### src/rtl/if_id_stage_if.sv
`default_nettype none
// ============================================================================
// Module  : if_id_stage_if
// Brief   : Fetch/decode/hazard signal bundle for the IF/ID pipeline register.
// Revision: 1.0 - initial release
// ============================================================================
interface if_id_stage_if #(
  parameter int CNT_W = 16
) ();
  // Fetch side and downstream hazard inputs
  logic [31:0]      PC_plus4_in;
  logic [31:0]      Instruction_in;
  logic             Freeze_in;
  logic             Branch_taken_in;
  logic             ID_EX_MemRead_in;
  logic [4:0]       ID_EX_Rt_in;

  // Registered instruction and decoded fields
  logic [31:0]      PC_plus4_out;
  logic [31:0]      Instruction_out;
  logic             Valid_out;
  logic [5:0]       Opcode_out;
  logic [4:0]       IF_ID_Rs_out;
  logic [4:0]       IF_ID_Rt_out;
  logic [4:0]       ID_Rd_out;
  logic [31:0]      sign_extend_out;

  // Pipeline control and performance counters
  logic             PC_Write_out;
  logic             Bubble_out;
  logic [CNT_W-1:0] Stall_count_out;
  logic [CNT_W-1:0] Flush_count_out;

  modport slave (
    input  PC_plus4_in, Instruction_in, Freeze_in, Branch_taken_in,
           ID_EX_MemRead_in, ID_EX_Rt_in,
    output PC_plus4_out, Instruction_out, Valid_out, Opcode_out,
           IF_ID_Rs_out, IF_ID_Rt_out, ID_Rd_out, sign_extend_out,
           PC_Write_out, Bubble_out, Stall_count_out, Flush_count_out
  );

  modport master (
    output PC_plus4_in, Instruction_in, Freeze_in, Branch_taken_in,
           ID_EX_MemRead_in, ID_EX_Rt_in,
    input  PC_plus4_out, Instruction_out, Valid_out, Opcode_out,
           IF_ID_Rs_out, IF_ID_Rt_out, ID_Rd_out, sign_extend_out,
           PC_Write_out, Bubble_out, Stall_count_out, Flush_count_out
  );
endinterface
`default_nettype wire

### src/rtl/if_id_stage.sv
`default_nettype none
// ============================================================================
// Module  : if_id_stage
// Brief   : MIPS IF/ID register with load-use stall, branch flush and
//           saturating stall/flush event counters.
// Revision: 1.0 - initial release
// ============================================================================
module if_id_stage #(
  parameter logic [31:0] NOP_WORD = 32'h0000_0000,
  parameter int          CNT_W    = 16
) (
  input  wire logic     clk,
  input  wire logic     rst_n,
  if_id_stage_if.slave  bus
);

  typedef enum logic [1:0] {
    MODE_RUN    = 2'd0,
    MODE_STALL  = 2'd1,
    MODE_FLUSH  = 2'd2,
    MODE_FREEZE = 2'd3
  } mode_t;

  localparam logic [CNT_W-1:0] c_cnt_one = {{(CNT_W-1){1'b0}}, 1'b1};
  localparam logic [CNT_W-1:0] c_cnt_max = {CNT_W{1'b1}};

  logic [31:0]      r_instr;
  logic [31:0]      r_pc4;
  logic             r_valid;
  logic [CNT_W-1:0] r_stall_cnt;
  logic [CNT_W-1:0] r_flush_cnt;

  logic             w_hazard;
  mode_t            w_mode;
  logic [31:0]      w_instr_nxt;
  logic [31:0]      w_pc4_nxt;
  logic             w_valid_nxt;
  logic [CNT_W-1:0] w_stall_cnt_nxt;
  logic [CNT_W-1:0] w_flush_cnt_nxt;

  // Valid gating keeps NOPs and flushed slots from ever requesting a stall.
  assign w_hazard = r_valid
                  & bus.ID_EX_MemRead_in
                  & (bus.ID_EX_Rt_in != 5'd0)
                  & ((bus.ID_EX_Rt_in == r_instr[25:21]) |
                     (bus.ID_EX_Rt_in == r_instr[20:16]));

  always_comb begin
    w_mode          = MODE_RUN;
    w_instr_nxt     = r_instr;
    w_pc4_nxt       = r_pc4;
    w_valid_nxt     = r_valid;
    w_stall_cnt_nxt = r_stall_cnt;
    w_flush_cnt_nxt = r_flush_cnt;

    // A stall wins over a branch: the branch is re-resolved once operands land.
    if (bus.Freeze_in) begin
      w_mode = MODE_FREEZE;
    end else if (w_hazard) begin
      w_mode = MODE_STALL;
    end else if (bus.Branch_taken_in) begin
      w_mode = MODE_FLUSH;
    end else begin
      w_mode = MODE_RUN;
    end

    case (w_mode)
      MODE_STALL: begin
        if (r_stall_cnt != c_cnt_max) begin
          w_stall_cnt_nxt = r_stall_cnt + c_cnt_one;
        end
      end
      MODE_FLUSH: begin
        w_instr_nxt = NOP_WORD;
        w_pc4_nxt   = bus.PC_plus4_in;
        w_valid_nxt = 1'b0;
        if (r_flush_cnt != c_cnt_max) begin
          w_flush_cnt_nxt = r_flush_cnt + c_cnt_one;
        end
      end
      MODE_RUN: begin
        w_instr_nxt = bus.Instruction_in;
        w_pc4_nxt   = bus.PC_plus4_in;
        w_valid_nxt = 1'b1;
      end
      default: begin
      end
    endcase
  end

  always_ff @(posedge clk or negedge rst_n) begin
    if (!rst_n) begin
      r_instr     <= NOP_WORD;
      r_pc4       <= 32'd0;
      r_valid     <= 1'b0;
      r_stall_cnt <= '0;
      r_flush_cnt <= '0;
    end else begin
      r_instr     <= w_instr_nxt;
      r_pc4       <= w_pc4_nxt;
      r_valid     <= w_valid_nxt;
      r_stall_cnt <= w_stall_cnt_nxt;
      r_flush_cnt <= w_flush_cnt_nxt;
    end
  end

  assign bus.Instruction_out = r_instr;
  assign bus.PC_plus4_out    = r_pc4;
  assign bus.Valid_out       = r_valid;
  assign bus.Opcode_out      = r_instr[31:26];
  assign bus.IF_ID_Rs_out    = r_instr[25:21];
  assign bus.IF_ID_Rt_out    = r_instr[20:16];
  assign bus.ID_Rd_out       = r_instr[15:11];
  assign bus.sign_extend_out = {{16{r_instr[15]}}, r_instr[15:0]};

  assign bus.PC_Write_out    = ~bus.Freeze_in & ~w_hazard;
  assign bus.Bubble_out      = w_hazard & ~bus.Freeze_in;
  assign bus.Stall_count_out = r_stall_cnt;
  assign bus.Flush_count_out = r_flush_cnt;

endmodule
`default_nettype wire

### src/flat_wrapper.sv
// flat-port wrapper written by rule: the top's interface ports become plain ports
module if_id_stage_flat 
#(
  parameter logic [31:0] NOP_WORD = 32'h0000_0000,
  parameter int          CNT_W    = 16
)
  (clk, rst_n, bus_PC_plus4_in, bus_Instruction_in, bus_Freeze_in, bus_Branch_taken_in, bus_ID_EX_MemRead_in, bus_ID_EX_Rt_in, bus_PC_plus4_out, bus_Instruction_out, bus_Valid_out, bus_Opcode_out, bus_IF_ID_Rs_out, bus_IF_ID_Rt_out, bus_ID_Rd_out, bus_sign_extend_out, bus_PC_Write_out, bus_Bubble_out, bus_Stall_count_out, bus_Flush_count_out);
  if_id_stage_if #(.CNT_W(CNT_W)) bus_i ();
  input  wire logic clk;
  input  wire logic rst_n;
  input wire logic [$bits(bus_i.PC_plus4_in)-1:0] bus_PC_plus4_in;
  input wire logic [$bits(bus_i.Instruction_in)-1:0] bus_Instruction_in;
  input wire logic [$bits(bus_i.Freeze_in)-1:0] bus_Freeze_in;
  input wire logic [$bits(bus_i.Branch_taken_in)-1:0] bus_Branch_taken_in;
  input wire logic [$bits(bus_i.ID_EX_MemRead_in)-1:0] bus_ID_EX_MemRead_in;
  input wire logic [$bits(bus_i.ID_EX_Rt_in)-1:0] bus_ID_EX_Rt_in;
  output wire logic [$bits(bus_i.PC_plus4_out)-1:0] bus_PC_plus4_out;
  output wire logic [$bits(bus_i.Instruction_out)-1:0] bus_Instruction_out;
  output wire logic [$bits(bus_i.Valid_out)-1:0] bus_Valid_out;
  output wire logic [$bits(bus_i.Opcode_out)-1:0] bus_Opcode_out;
  output wire logic [$bits(bus_i.IF_ID_Rs_out)-1:0] bus_IF_ID_Rs_out;
  output wire logic [$bits(bus_i.IF_ID_Rt_out)-1:0] bus_IF_ID_Rt_out;
  output wire logic [$bits(bus_i.ID_Rd_out)-1:0] bus_ID_Rd_out;
  output wire logic [$bits(bus_i.sign_extend_out)-1:0] bus_sign_extend_out;
  output wire logic [$bits(bus_i.PC_Write_out)-1:0] bus_PC_Write_out;
  output wire logic [$bits(bus_i.Bubble_out)-1:0] bus_Bubble_out;
  output wire logic [$bits(bus_i.Stall_count_out)-1:0] bus_Stall_count_out;
  output wire logic [$bits(bus_i.Flush_count_out)-1:0] bus_Flush_count_out;
  assign bus_i.PC_plus4_in = bus_PC_plus4_in;
  assign bus_i.Instruction_in = bus_Instruction_in;
  assign bus_i.Freeze_in = bus_Freeze_in;
  assign bus_i.Branch_taken_in = bus_Branch_taken_in;
  assign bus_i.ID_EX_MemRead_in = bus_ID_EX_MemRead_in;
  assign bus_i.ID_EX_Rt_in = bus_ID_EX_Rt_in;
  assign bus_PC_plus4_out = bus_i.PC_plus4_out;
  assign bus_Instruction_out = bus_i.Instruction_out;
  assign bus_Valid_out = bus_i.Valid_out;
  assign bus_Opcode_out = bus_i.Opcode_out;
  assign bus_IF_ID_Rs_out = bus_i.IF_ID_Rs_out;
  assign bus_IF_ID_Rt_out = bus_i.IF_ID_Rt_out;
  assign bus_ID_Rd_out = bus_i.ID_Rd_out;
  assign bus_sign_extend_out = bus_i.sign_extend_out;
  assign bus_PC_Write_out = bus_i.PC_Write_out;
  assign bus_Bubble_out = bus_i.Bubble_out;
  assign bus_Stall_count_out = bus_i.Stall_count_out;
  assign bus_Flush_count_out = bus_i.Flush_count_out;
  if_id_stage #(.NOP_WORD(NOP_WORD), .CNT_W(CNT_W)) u_core (.clk(clk), .rst_n(rst_n), .bus(bus_i));
endmodule
### config.mk
export PLATFORM = sky130hd
export DESIGN_NAME = if_id_stage_flat
export DESIGN_NICKNAME = d
export VERILOG_FILES = /design/src/rtl/if_id_stage_if.sv /design/src/rtl/if_id_stage.sv /design/src/flat_wrapper.sv
export SDC_FILE = /design/constraint.sdc
export NUM_CORES = 1
export LEC_CHECK = 0
export CAP_MARGIN = 10
export CORE_MARGIN = 8
export CORE_UTILIZATION = 25
export CTS_CLUSTER_SIZE = 8
export DETAILED_ROUTE_END_ITERATION = 16
export PLACE_DENSITY_LB_ADDON = 0.2
export RECOVER_POWER = 100
export SYNTH_ARGS = -nofsm -noshare
export SYNTH_HDL_FRONTEND = slang
export SYNTH_SLANG_ARGS = --single-unit
### constraint.sdc
create_clock -name clk -period 3.1 [get_ports clk]
set_input_delay 0.775 -clock clk [delete_from_list [all_inputs] [get_ports clk]]
set_output_delay 0.775 -clock clk [all_outputs]
set_load 0.02 [all_outputs]
Word level (Yosys, flattened, before mapping)
Index checks and enable logic that the tools add are counted.
- bitwise gates (word level): 8
- eq/ne operators: 6
- magnitude comparators: 0
- muxes and demuxes: 5
- divide/modulo/power cells: 0
- add/subtract/negate cells: 2
- multipliers: 0
- shift operators: 0
- reductions and logical operators: 6
- operators by type and width (cell ; number):
    $pmux 32 s2 ; 1
    $add 16x1->16 const B ; 2
    $ne 16x16->1 const B ; 2
    $eq 5x5->1 ; 2
    $mux 2 ; 3
    $and 1x1->1 ; 5
    $reduce_bool 5->1 ; 1
    $reduce_and 2->1 ; 2
    $eq 2x1->1 const B ; 1
    $eq 2x2->1 const B ; 1
    $logic_not 2->1 ; 1
    $not 1->1 ; 2
    $pmux 1 s2 ; 1
    $reduce_bool 2->1 ; 1
    $reduce_or 2->1 ; 1
    $or 1x1->1 ; 1
- word-level logic and storage cells: 32
- bits in latches: 0
- bits in writable memories: 0
- memories: 0
- bits in read-only memories: 0
- register bits after elaboration: 97

Logic depth before layout (Yosys ltp)
- word-level depth: 7
- mapped depth: 8
- depth with buffers taken out: 7

Worst setup path after synthesis
Ideal clock, no wire load.
- path kind: input -> output
- from: input port bus_ID_EX_Rt_in[0]
- to: output port bus_PC_Write_out
- stages: 6
- arrival: 2169 ps
- path slack: 156 ps
- cell sequence: or4_4 > o211ai_4 > o21bai_2 > buf_6 > buf_2 > inv_1
- cells in the longest elaborated chain, start to end: 5
- elaborated cells between the ends (all ways): 8
- those cells by class: eq/ne (2); bitwise (5); reduce/logical (1)
- ends and longest elaborated chain (element ; RTL line ; source):
    start, declared ; flat_wrapper.sv:16 ; input wire logic [$bits(bus_i.ID_EX_Rt_in)-1:0] bus_ID_EX_Rt_in;
    $eq 5x5->1, or another cell as far along ; if_id_stage.sv:45 ; & ((bus.ID_EX_Rt_in == r_instr[25:21]) |
    $or 1x1->1 / $and 1x1->1 (equally long branches) ; if_id_stage.sv:45, if_id_stage.sv:44 ;
    $and 1x1->1 (*) ; if_id_stage.sv:45 ;
    $not 1->1 (*) ; if_id_stage.sv:116 ; assign bus.PC_Write_out = ~bus.Freeze_in & ~w_hazard;
    $and 1x1->1 (*) ; if_id_stage.sv:116 ;
    end, declared ; flat_wrapper.sv:25 ; output wire logic [$bits(bus_i.PC_Write_out)-1:0] bus_PC_Write_out;
Every way passes the cells marked *; elsewhere a longest branch is shown, timed or not.

Worst setup path in the final report
Same ends and word-level chain as after synthesis.

==> qor.yml <==
worst_setup_path:
  path_max_fanout: 4
  rrSetupSlack_ns: 0.76
  crit_type: "in -> out"
  cp-start-kind: "input port"
  r2r_cells: 6
  cp.arrival_ns: 2.24
  r2r-end: "u_core.bus.PC_plus4_out[30]$_DFFE_PN0P_"
  cp.required_ns: 2.32
  r2r_start: "u_core.bus.Instruction_out[25]$_DFFE_PN0P_"
  cp-end-kind: "primary output"
grt:
  grt_max_degree: 97
  grt_usage: 0.121
  grt_antenna_before_repair: 0
  grt_pass1_wl_um: 22500
  grt_pass1_vias: 3954
  overflow: 0
synth:
  synth_edf_count: 0
  synth_seq_cells: 97
  syn-num-nets: 497
  synth.distinct_cells: 35
  ys_warn_count: 0
  synthArstFlopShare: 1.00
  synth_area_um2: 4650
  synth_area_per_cell_um2: 11.0
  synth_cells: 421
  yosysSeqAreaShare: 0.522
  ys.flop_type: "dfrtp_1"
die:
  die_area_um2: 23200
  die_h_um: 152
  rows: 50
  start_util: 0.252
  die_w_um: 152
  coreArea_um2: 18500
  boundaryPins: 226
final_layout:
  final_nets: 677
  multiInputGateArea_um2: 1720
  layoutNonFillerInstCount: 840
  n_fill_cell: 1772
  drive_above_1_share: 0.112
  regArea_um2: 2430
  n_antenna_cell: 0
  area_growth_pct: 52.2
power:
  p_per_area_nw_per_um2: 505
  vdd_drop_max_mv: 0.379
  leakagePower_uw: 0.00319
  total_power_uw: 3570
routing:
  first_iter_violations: 125
  drt-total-wl_um: 13700
  wire_per_inst_um: 16.3
  ant_nets: 0
  vias: 3615
  viasPerCell: 4.30
  drt_pass1_iterations: 4
  route.detailed.drc: 0
timing:
  post-route-min-period_ns: 3.02
  tns_ns: 0
  worst_clock_skew_ns: 0.0117
  drv_slew: 0
  rsz0062_at_grt: "no"
  maxSlewHeadroom: 0.113
  setup_viol: 0
  worst_slack_ns: 0.0813
  hold_violations: 0
  period_share: 0.974
  tightestPinTransition_ns: 1.33
  fmax_mhz: 331
clock_tree:
  ctsHoldBuffers: 0
  cts.reportedPaths.clkPinSlew_ns: 0.07
  cts_root_buf: "clkbuf_16"
  cts_buffer_depth: 2
  cts_tree: "built"
  clock-sinks: 97
  numCtsBuffers: 9
  clkLatencyLatePin_ns: 0.35
  h-tree-depth: 3
min_path:
  hold_path.class: "in -> async"
run:
  maxCapViolCount: 0
placed_design:
  hpwl_um: 10500
  pre_cts_ws_ns: -0.547
  portBuffers: 225
  gp_congestion: 0.786
  dp.cells: 822
outcome:
  outcome: "finished, final reports clean"
[state kept, by name, summed over array words and instances, names as in the netlist]
signal and cells:
u_core.bus.Instruction_out 32, u_core.bus.Stall_count_out 16, u_core.bus.PC_plus4_out 32, u_core.bus.Valid_out 1, u_core.bus.Flush_count_out 16
[routing by layer]
| metal | GRT usage | up-vias | part of all wire |
|---|---|---|---|
| li1 | - | 1726 | - |
| met1 | 0.135 | 1734 | 0.40 |
| met2 | 0.191 | 139 | 0.47 |
| met3 | 0.0627 | 16 | 0.11 |
| met4 | 0.0495 | 0 | 0.019 |
| met5 | 0 | - | 0 |
[worst max-delay path, cell delays in order]
cell and delay (ns):
dlygate4sd2_1 0.28, or4_1 0.61, o211ai_4 0.28, o21bai_4 0.09, inv_1 0.07, buf_4 0.14
[cell usage after synthesis (all sizes together), types with 7 or more instances]
cell type	n	area share
dfrtp	97	0.52
nand2b	32	0.043
o21ai	34	0.037
xor2	15	0.028
nand3	17	0.018
nand4	8	0.011
buf	62	0.10
mux2	35	0.086
clkbuf	7	0.0056
nor2	9	0.0078
nand2	43	0.035
xnor2	25	0.047
[layout make-up]
class | instances | share of cell area
well taps | 234 | 0.0414
inverters | 2 | 0.00106
repair buffers | 238 | 0.330
clock inverters | 6 | 0.00778
clock buffers | 10 | 0.0338
multi-input cells | 253 | 0.244
flip-flops and latches | 97 | 0.343
[through the flow]
stage,hold WS (ns),utilization,area [µm²]
5_1_grt,0.439,0.384,7080
3_5_place_dp,0.484,0.368,6800
3_3_place_gp,0.479,0.368,6800
2_1_floorplan,0.479,-,4650
6_report,0.401,0.384,7080
4_1_cts,0.248,0.385,7110
[cells by family (layout without fill, tap and decap cells)]
logic type                 count (synthesis)  in the layout  synth area share
xor gates and xnor gates                  40             40            0.0753
DFF                                       97             97             0.522
and+or+nand+nor                          134            134             0.150
muxes                                     35             35            0.0855
AOI/OAI and AO/OA                         42             42            0.0541
adders and majority gates                  2              2           0.00538
buffers and inverters                     71            256             0.108
[worst max-delay path by stage]
stage,end,cells past startpoint,from,slack (ns)
final,bus_PC_Write_out,6,bus_ID_EX_Rt_in[0],0.08
after global routing,bus_PC_Write_out,6,bus_ID_EX_Rt_in[0],0.03
after CTS,bus_PC_Write_out,6,bus_ID_EX_Rt_in[3],-0.02
after detailed placement,bus_PC_Write_out,6,bus_ID_EX_Rt_in[0],-0.55
after global placement,bus_PC_Write_out,6,bus_ID_EX_Rt_in[0],-0.53
after floorplan,bus_PC_Write_out,6,bus_ID_EX_Rt_in[0],0.16
[layout by cell type (no fill, tap or decap), drive strengths merged]
| master | n |
|---|---|
| and2 | 3 |
| nand2b | 32 |
| mux2 | 35 |
| nor3 | 6 |
| o22a | 1 |
| clkinv | 1 |
| nand2 | 43 |
| clkdlybuf4s50 | 68 |
| ha | 2 |
| o211ai | 2 |
| o21ai | 34 |
| nor2b | 1 |
| o22ai | 1 |
| a311oi | 1 |
| o21ba | 1 |
| or4 | 2 |
| dfrtp | 97 |
| nand3 | 17 |
| clkbuf | 17 |
| or2 | 1 |
| and4 | 3 |
| xor2 | 15 |
| nor4 | 4 |
| dlygate4sd3 | 150 |
| inv | 7 |
| dlymetal6s2s | 2 |
| and3 | 5 |
| o21bai | 2 |
| buf | 9 |
| nand4 | 8 |
| xnor2 | 25 |
| dlygate4sd2 | 2 |
| nor2 | 9 |
[power by group]
part	switching, µW	internal, µW	total [µW]
clock	529	586	1120
sequential	118	1390	1510
combinational	490	458	949
total	1140	2440	3570
[what timing repair did]
| item | in CTS | in global routing |
|---|---|---|
| pin swaps | 1 | 2 |
| gates resized for setup | 14 | 4 |
| buffers inserted | 2 | 0 |
| cloned | 0 | 0 |
| endpoints found under the setup margin | 2 | 34 |
Note: power is estimated with default switching activity, not from simulation.
